## src/rtl/addsub_arb2_pkg.sv

```systemverilog
// Shared constants and types for the two-requester add/subtract arbiter.
// Imported by the arbiter top and its combinational adder.
package addsub_arb2_pkg;

  localparam int WIDTH = 32;

  localparam logic [1:0] IDLE = 2'd0;
  localparam logic [1:0] EXEC = 2'd1;
  localparam logic [1:0] RESP = 2'd2;

  localparam logic OP_ADD = 1'b0;
  localparam logic OP_SUB = 1'b1;

  typedef struct packed {
    logic             op;
    logic             id;
    logic [WIDTH-1:0] a;
    logic [WIDTH-1:0] b;
  } operand_t;

  function automatic logic is_zero(input logic [WIDTH-1:0] v);
    return (v == {WIDTH{1'b0}});
  endfunction

endpackage

```

## src/rtl/addsub_arb2_addsub32.sv

```systemverilog
// Purely combinational add/subtract unit: result, carry (no-borrow on sub) and
// signed overflow. Subtraction is a + ~b + 1 so one adder serves both ops.
module addsub32
  import addsub_arb2_pkg::*;
(
  input  logic [WIDTH-1:0] a,
  input  logic [WIDTH-1:0] b,
  input  logic             op,
  output logic [WIDTH-1:0] result,
  output logic             carry,
  output logic             overflow
);

  logic [WIDTH-1:0] b_eff_s;
  logic [WIDTH:0]   sum_s;

  // Single adder with conditional operand inversion and carry-in
  always_comb begin
    if (op == OP_SUB) begin
      b_eff_s = ~b;
    end else begin
      b_eff_s = b;
    end
    sum_s    = {1'b0, a} + {1'b0, b_eff_s} + {{WIDTH{1'b0}}, op};
    result   = sum_s[WIDTH-1:0];
    carry    = sum_s[WIDTH];
    overflow = (a[WIDTH-1] == b_eff_s[WIDTH-1]) && (sum_s[WIDTH-1] != a[WIDTH-1]);
  end

endmodule

```

## src/rtl/addsub_arb2.sv

```systemverilog
// Round-robin arbiter and sequencer in front of one shared add/subtract unit.
// One operation in flight at a time: IDLE -> EXEC -> RESP -> IDLE.
module addsub_arb2
  import addsub_arb2_pkg::*;
(
  input  logic             clk,
  input  logic             rst_n,
  input  logic             req0_valid,
  output logic             req0_ready,
  input  logic             req0_op,
  input  logic [WIDTH-1:0] req0_a,
  input  logic [WIDTH-1:0] req0_b,
  input  logic             req1_valid,
  output logic             req1_ready,
  input  logic             req1_op,
  input  logic [WIDTH-1:0] req1_a,
  input  logic [WIDTH-1:0] req1_b,
  output logic             resp_valid,
  input  logic             resp_ready,
  output logic             resp_id,
  output logic [WIDTH-1:0] resp_result,
  output logic             resp_carry,
  output logic             resp_overflow,
  output logic             resp_zero
);

  logic [1:0]       state_r;
  logic [1:0]       state_next_s;
  logic             last_r;
  operand_t         opnd_r;
  operand_t         grant_opnd_s;
  logic             grant_valid_s;
  logic             grant_id_s;
  logic             accept_s;
  logic [WIDTH-1:0] alu_result_s;
  logic             alu_carry_s;
  logic             alu_overflow_s;

  // Grant selection: a lone requester wins, a tie goes to the one not served last
  always_comb begin
    grant_valid_s = req0_valid | req1_valid;
    if (req0_valid && req1_valid) begin
      grant_id_s = ~last_r;
    end else if (req1_valid) begin
      grant_id_s = 1'b1;
    end else begin
      grant_id_s = 1'b0;
    end
  end

  // Operand mux feeding the operand registers on handshake
  always_comb begin
    grant_opnd_s.id = grant_id_s;
    if (grant_id_s) begin
      grant_opnd_s.op = req1_op;
      grant_opnd_s.a  = req1_a;
      grant_opnd_s.b  = req1_b;
    end else begin
      grant_opnd_s.op = req0_op;
      grant_opnd_s.a  = req0_a;
      grant_opnd_s.b  = req0_b;
    end
  end

  assign accept_s = (state_r == IDLE) && grant_valid_s;

  // State register
  always_ff @(posedge clk) begin
    if (!rst_n) begin
      state_r <= IDLE;
    end else begin
      state_r <= state_next_s;
    end
  end

  // Next-state logic
  always_comb begin
    state_next_s = state_r;
    case (state_r)
      IDLE: begin
        if (grant_valid_s) begin
          state_next_s = EXEC;
        end else begin
          state_next_s = IDLE;
        end
      end
      EXEC: state_next_s = RESP;
      RESP: begin
        if (resp_ready) begin
          state_next_s = IDLE;
        end else begin
          state_next_s = RESP;
        end
      end
      default: state_next_s = IDLE;
    endcase
  end

  // FSM outputs: ready only to the granted requester while idle
  always_comb begin
    req0_ready = 1'b0;
    req1_ready = 1'b0;
    resp_valid = 1'b0;
    case (state_r)
      IDLE: begin
        req0_ready = grant_valid_s && (grant_id_s == 1'b0);
        req1_ready = grant_valid_s && (grant_id_s == 1'b1);
      end
      EXEC: resp_valid = 1'b0;
      RESP: resp_valid = 1'b1;
      default: resp_valid = 1'b0;
    endcase
  end

  addsub32 u_addsub32 (
    .a        (opnd_r.a),
    .b        (opnd_r.b),
    .op       (opnd_r.op),
    .result   (alu_result_s),
    .carry    (alu_carry_s),
    .overflow (alu_overflow_s)
  );

  // Operand capture on handshake; `last` resets to 1 so requester 0 wins the first tie
  always_ff @(posedge clk) begin
    if (!rst_n) begin
      opnd_r.op <= OP_ADD;
      opnd_r.id <= 1'b0;
      opnd_r.a  <= {WIDTH{1'b0}};
      opnd_r.b  <= {WIDTH{1'b0}};
      last_r    <= 1'b1;
    end else if (accept_s) begin
      opnd_r    <= grant_opnd_s;
      last_r    <= grant_id_s;
    end else begin
      opnd_r    <= opnd_r;
      last_r    <= last_r;
    end
  end

  // Response capture in EXEC; held untouched through RESP backpressure
  always_ff @(posedge clk) begin
    if (!rst_n) begin
      resp_id       <= 1'b0;
      resp_result   <= {WIDTH{1'b0}};
      resp_carry    <= 1'b0;
      resp_overflow <= 1'b0;
      resp_zero     <= 1'b0;
    end else if (state_r == EXEC) begin
      resp_id       <= opnd_r.id;
      resp_result   <= alu_result_s;
      resp_carry    <= alu_carry_s;
      resp_overflow <= alu_overflow_s;
      resp_zero     <= is_zero(alu_result_s);
    end else begin
      resp_id       <= resp_id;
      resp_result   <= resp_result;
      resp_carry    <= resp_carry;
      resp_overflow <= resp_overflow;
      resp_zero     <= resp_zero;
    end
  end

endmodule

```

## config.mk

```make
export PLATFORM = sky130hd
export DESIGN_NAME = addsub_arb2
export DESIGN_NICKNAME = d
export VERILOG_FILES = /design/src/rtl/addsub_arb2_pkg.sv /design/src/rtl/addsub_arb2_addsub32.sv /design/src/rtl/addsub_arb2.sv
export SDC_FILE = /design/constraint.sdc
export NUM_CORES = 1
export LEC_CHECK = 0
export CAP_MARGIN = 40
export CORE_ASPECT_RATIO = 0.75
export CORE_MARGIN = 2
export CORE_UTILIZATION = 45
export CTS_CLUSTER_SIZE = 30
export DETAILED_ROUTE_END_ITERATION = 8
export GPL_TIMING_DRIVEN = 0
export HOLD_SLACK_MARGIN = 0.05
export PLACE_DENSITY = 0.86
export SYNTH_ARGS = -nofsm -noshare
export SYNTH_HDL_FRONTEND = slang
export SYNTH_SLANG_ARGS = --single-unit
```

## constraint.sdc

```tcl
create_clock -name clk -period 5.13 [get_ports clk]
set_input_delay 1.539 -clock clk [delete_from_list [all_inputs] [get_ports clk]]
set_output_delay 1.539 -clock clk [all_outputs]
set_load 0.02 [all_outputs]
```

==> impl_metrics.csv <==
group,metric,value,unit
synthesis,synth_top_area_share,33.6,%
power,switching_power,1050,uW
cells_and_area,nets,1060,
placement,place.gp.congestion,0.990,
setup_path,crit_chain,"clkdlybuf4s50_1 > a21boi_2 > and2_2 > clkdlybuf4s50_1",
setup_path,reg2reg_slack,0.66,ns
setup_path,worstRegToRegCells,15,
placement,hpwl,14900,um
setup_path,arrival,3.48,ns
floorplan,rows,37,
cells_and_area,fin_cells,1070,
route,avgViaCountPerCell,5.66,
route,wl_per_cell,17.3,um
synthesis,synth_fp_nets,874,
floorplan,die_h,106,um
outcome,violations,"design-rule violations",
floorplan,coreArea,0.0137,sq mm
min_path,hold_class,"reg -> reg",
cells_and_area,insertedDiodeCount,0,
floorplan,dieWidth,140,um
cts,clk_pin_slew,0.07,ns
grt,grt_max_degree,18,
cts,cts_max_level,3,
synthesis,synth_seq_cells,105,
setup_path,r2r_start,"opnd_r[65]",
sta,finalCritPeriodShare,97.7,%
synthesis,synthFlopType,"dfxtp_1",
min_path,min-delay-start,"resp_result[18]",
power,p_sw_share,37.0,%
min_path,hold_end,"resp_result[18]",
grt,grt_overflow,0,
floorplan,io-pin-count,174,
route,drt_pass1_iterations,9,
power,power_frac_seq,34.5,%
sta,hold_viol_final,0,
cts,cts_tree,"yes",
sta,whs,0.464,ns
setup_path,critPathMaxFanout,11,
route,ant_nets,0,
cells_and_area,drive_gt1_share,5.03,%
floorplan,start_util,45.8,%
cts,cts_hold_buf,0,
placement,port_buffers,173,
power,p_clk_share,23.8,%
setup_path,cp-start-kind,"input pin",
setup_path,end_kind,"output pin",
sta,maxSlewViolCount,0,
grt,antenna_found_initial,0,
route,first_iter_violations,480,
grt,grt_pass1_vias,5740,
setup_path,critical_path_class,"in -> out",
placement,placed_area,0.00822,sq mm
sta,slew_headroom,45.1,%
cells_and_area,syn2layout_area_growth,36.5,%
route,vias,6061,
synthesis,synth_area,0.00626,sq mm
cts,clkLatencyLatePin,0.35,ns
synthesis,synth_top_cell_by_area,"dfxtp_1",
sta,worstMarginPinSlew,0.823,ns
cts,cts_made_buffers,9,
setup_path,worst_ep_required_time,3.59,ns
power,power_density,333,mW/mm^2
power,p_leak,0.00353,uW
grt,grtUsageTotal,25.0,%
synthesis,syn_area_per_cell,8.89,sq um
placement,dp.cells,1053,
sta,fmax,199,MHz
sta,fin_crit,5.01,ns
synthesis,syn_inst,704,
cts,cts_buffer_depth,2,
sta,finalSetupViolations,0,
setup_path,max_stage_delay,0.64,ns
outcome,status,"complete, but fails checks",
cells_and_area,fin_area,0.00854,sq mm
route,remaining_drc_errors,11,
grt,grt_pass1_wl,29400,um
synthesis,ys_types,62,
floorplan,dieArea,0.0149,sq mm
job,max_cap_viol_count,0,
synthesis,async_flop_share,0,%
setup_path,crit_path_frequent_cell,"clkdlybuf4s50_1",
power,combPwrFrac,41.6,%
sta,rsz0062_at_grt,"no",
synthesis,synth_area_leaders,"dfxtp_1, a222oi_1, ha_1, nand2_1, xor2_1",
cts,cts_root_buf,"clkbuf_16",
power,irDropWorstVdd,0.211,mV
synthesis,seq_area_frac_synth,33.6,%
synthesis,synth_edf_count,0,
min_path,hold_depth,2,
power,intPower,1790,uW
synthesis,ys_warn_count,0,
setup_path,reg2reg_to,"resp_zero",
synthesis,synthTopCellsByCount,"dfxtp_1, nand2_1, nor2b_1",
sta,finalClockSkew,0.00870,ns
setup_path,critPathSlowestCell,"clkdlybuf4s50_1",
route,drt-total-wl,18500,um
cts,clock-sinks,105,
==> placed cells by master (no fill, tap or decap), types with 3 or more instances in the layout <==
master	n
a211oi_1	3
a21boi_0	26
a21o_1	8
a21oi_1	31
a21oi_2	4
a222oi_1	44
a31oi_1	6
and2_1	5
buf_1	3
clkbuf_1	41
clkbuf_16	9
clkbuf_8	5
clkdlybuf4s50_1	173
dfxtp_1	105
ha_1	34
inv_1	8
mux2i_1	21
nand2_1	105
nand3_1	10
nand4_1	4
nor2_1	18
nor2b_1	55
nor3_1	6
o211a_1	26
o21a_1	9
o21ai_0	15
o21ai_1	3
o21bai_1	4
o31ai_1	3
xnor2_1	21
xor2_1	40
==> area by class of cell <==
cell class	instances	area, sq um
multi-input cells	542	3920
inverters	8	30.0
clock buffers	12	256
plain buffers	48	219
clock inverters	4	33.8
well taps	175	219
flip-flops and latches	105	2100
repair buffers	176	1760
fillers	1141	5120
==> per-stage QoR <==
| step | setup slack, ns | total power, uW | TNS, ns | utilization, % |
|---|---|---|---|---|
| after floorplan | 1.14 | 1740 | 0 | - |
| after global placement | -0.438 | 2120 | -0.722 | 60.1 |
| after detailed placement | -0.510 | 2150 | -0.836 | 60.2 |
| after CTS | -0.0220 | 2830 | -0.0220 | 62.4 |
| after global routing | 0.0331 | 3000 | 0 | 62.5 |
| final | 0.116 | 2840 | 0 | 62.5 |
==> sequential cells by signal (all words and copies together) (netlist names) <==
name	flops
state_r	2
resp_zero	1
last_r	1
resp_carry	1
resp_result	32
resp_id	1
opnd_r	66
resp_overflow	1
==> worst max-delay path, delay by kind of cell <==
kind	cells	cell delay [ns]
AO/OA/AOI/OAI	1	0.42
buffers and inverters	2	1.13
AND/OR/NAND/NOR	1	0.37
==> power by group through the flow <==
stage               registers [uW]  logic (uW)  clock network, uW
floorplan                     1010         728                  0
global placement               994        1130                  0
detailed placement             998        1150                  0
CTS                            979        1160                684
global route                   991        1290                716
finish                         981        1180                678
==> worst max path at each step <==
stage                     from    endpoint
floorplan           req1_valid  req0_ready
global placement    req0_valid  req0_ready
detailed placement  req0_valid  req0_ready
CTS                 req1_valid  req1_ready
global route        req1_valid  req1_ready
finish              req1_valid  req1_ready
==> layer usage <==
layer  track usage, %  up-vias  part of all wire, %
li1                 -     2951                    -
met1             36.7     2814                   48
met2             38.0      283                   42
met3             5.36       13                  8.9
met4             4.40        0                 0.80
met5                0        -                    0
==> kinds of logic (layout without fill, tap and decap cells) <==
kind of cell	Yosys count	after routing	synth area share, %
fa+ha+maj	35	35	7.12
flops	105	105	33.6
xor+xnor	62	62	8.80
mux	22	22	3.58
compound gates	200	200	25.3
simple gates	223	223	17.6
buf+inv	57	248	4.02
==> timing repair <==
action | in CTS | in global routing
endpoints found under the setup margin | 2 | 2
resized for setup | 4 | 1
pin swaps | 0 | 1
setup buffers | 0 | 2
(Power assumes the default switching activity.)
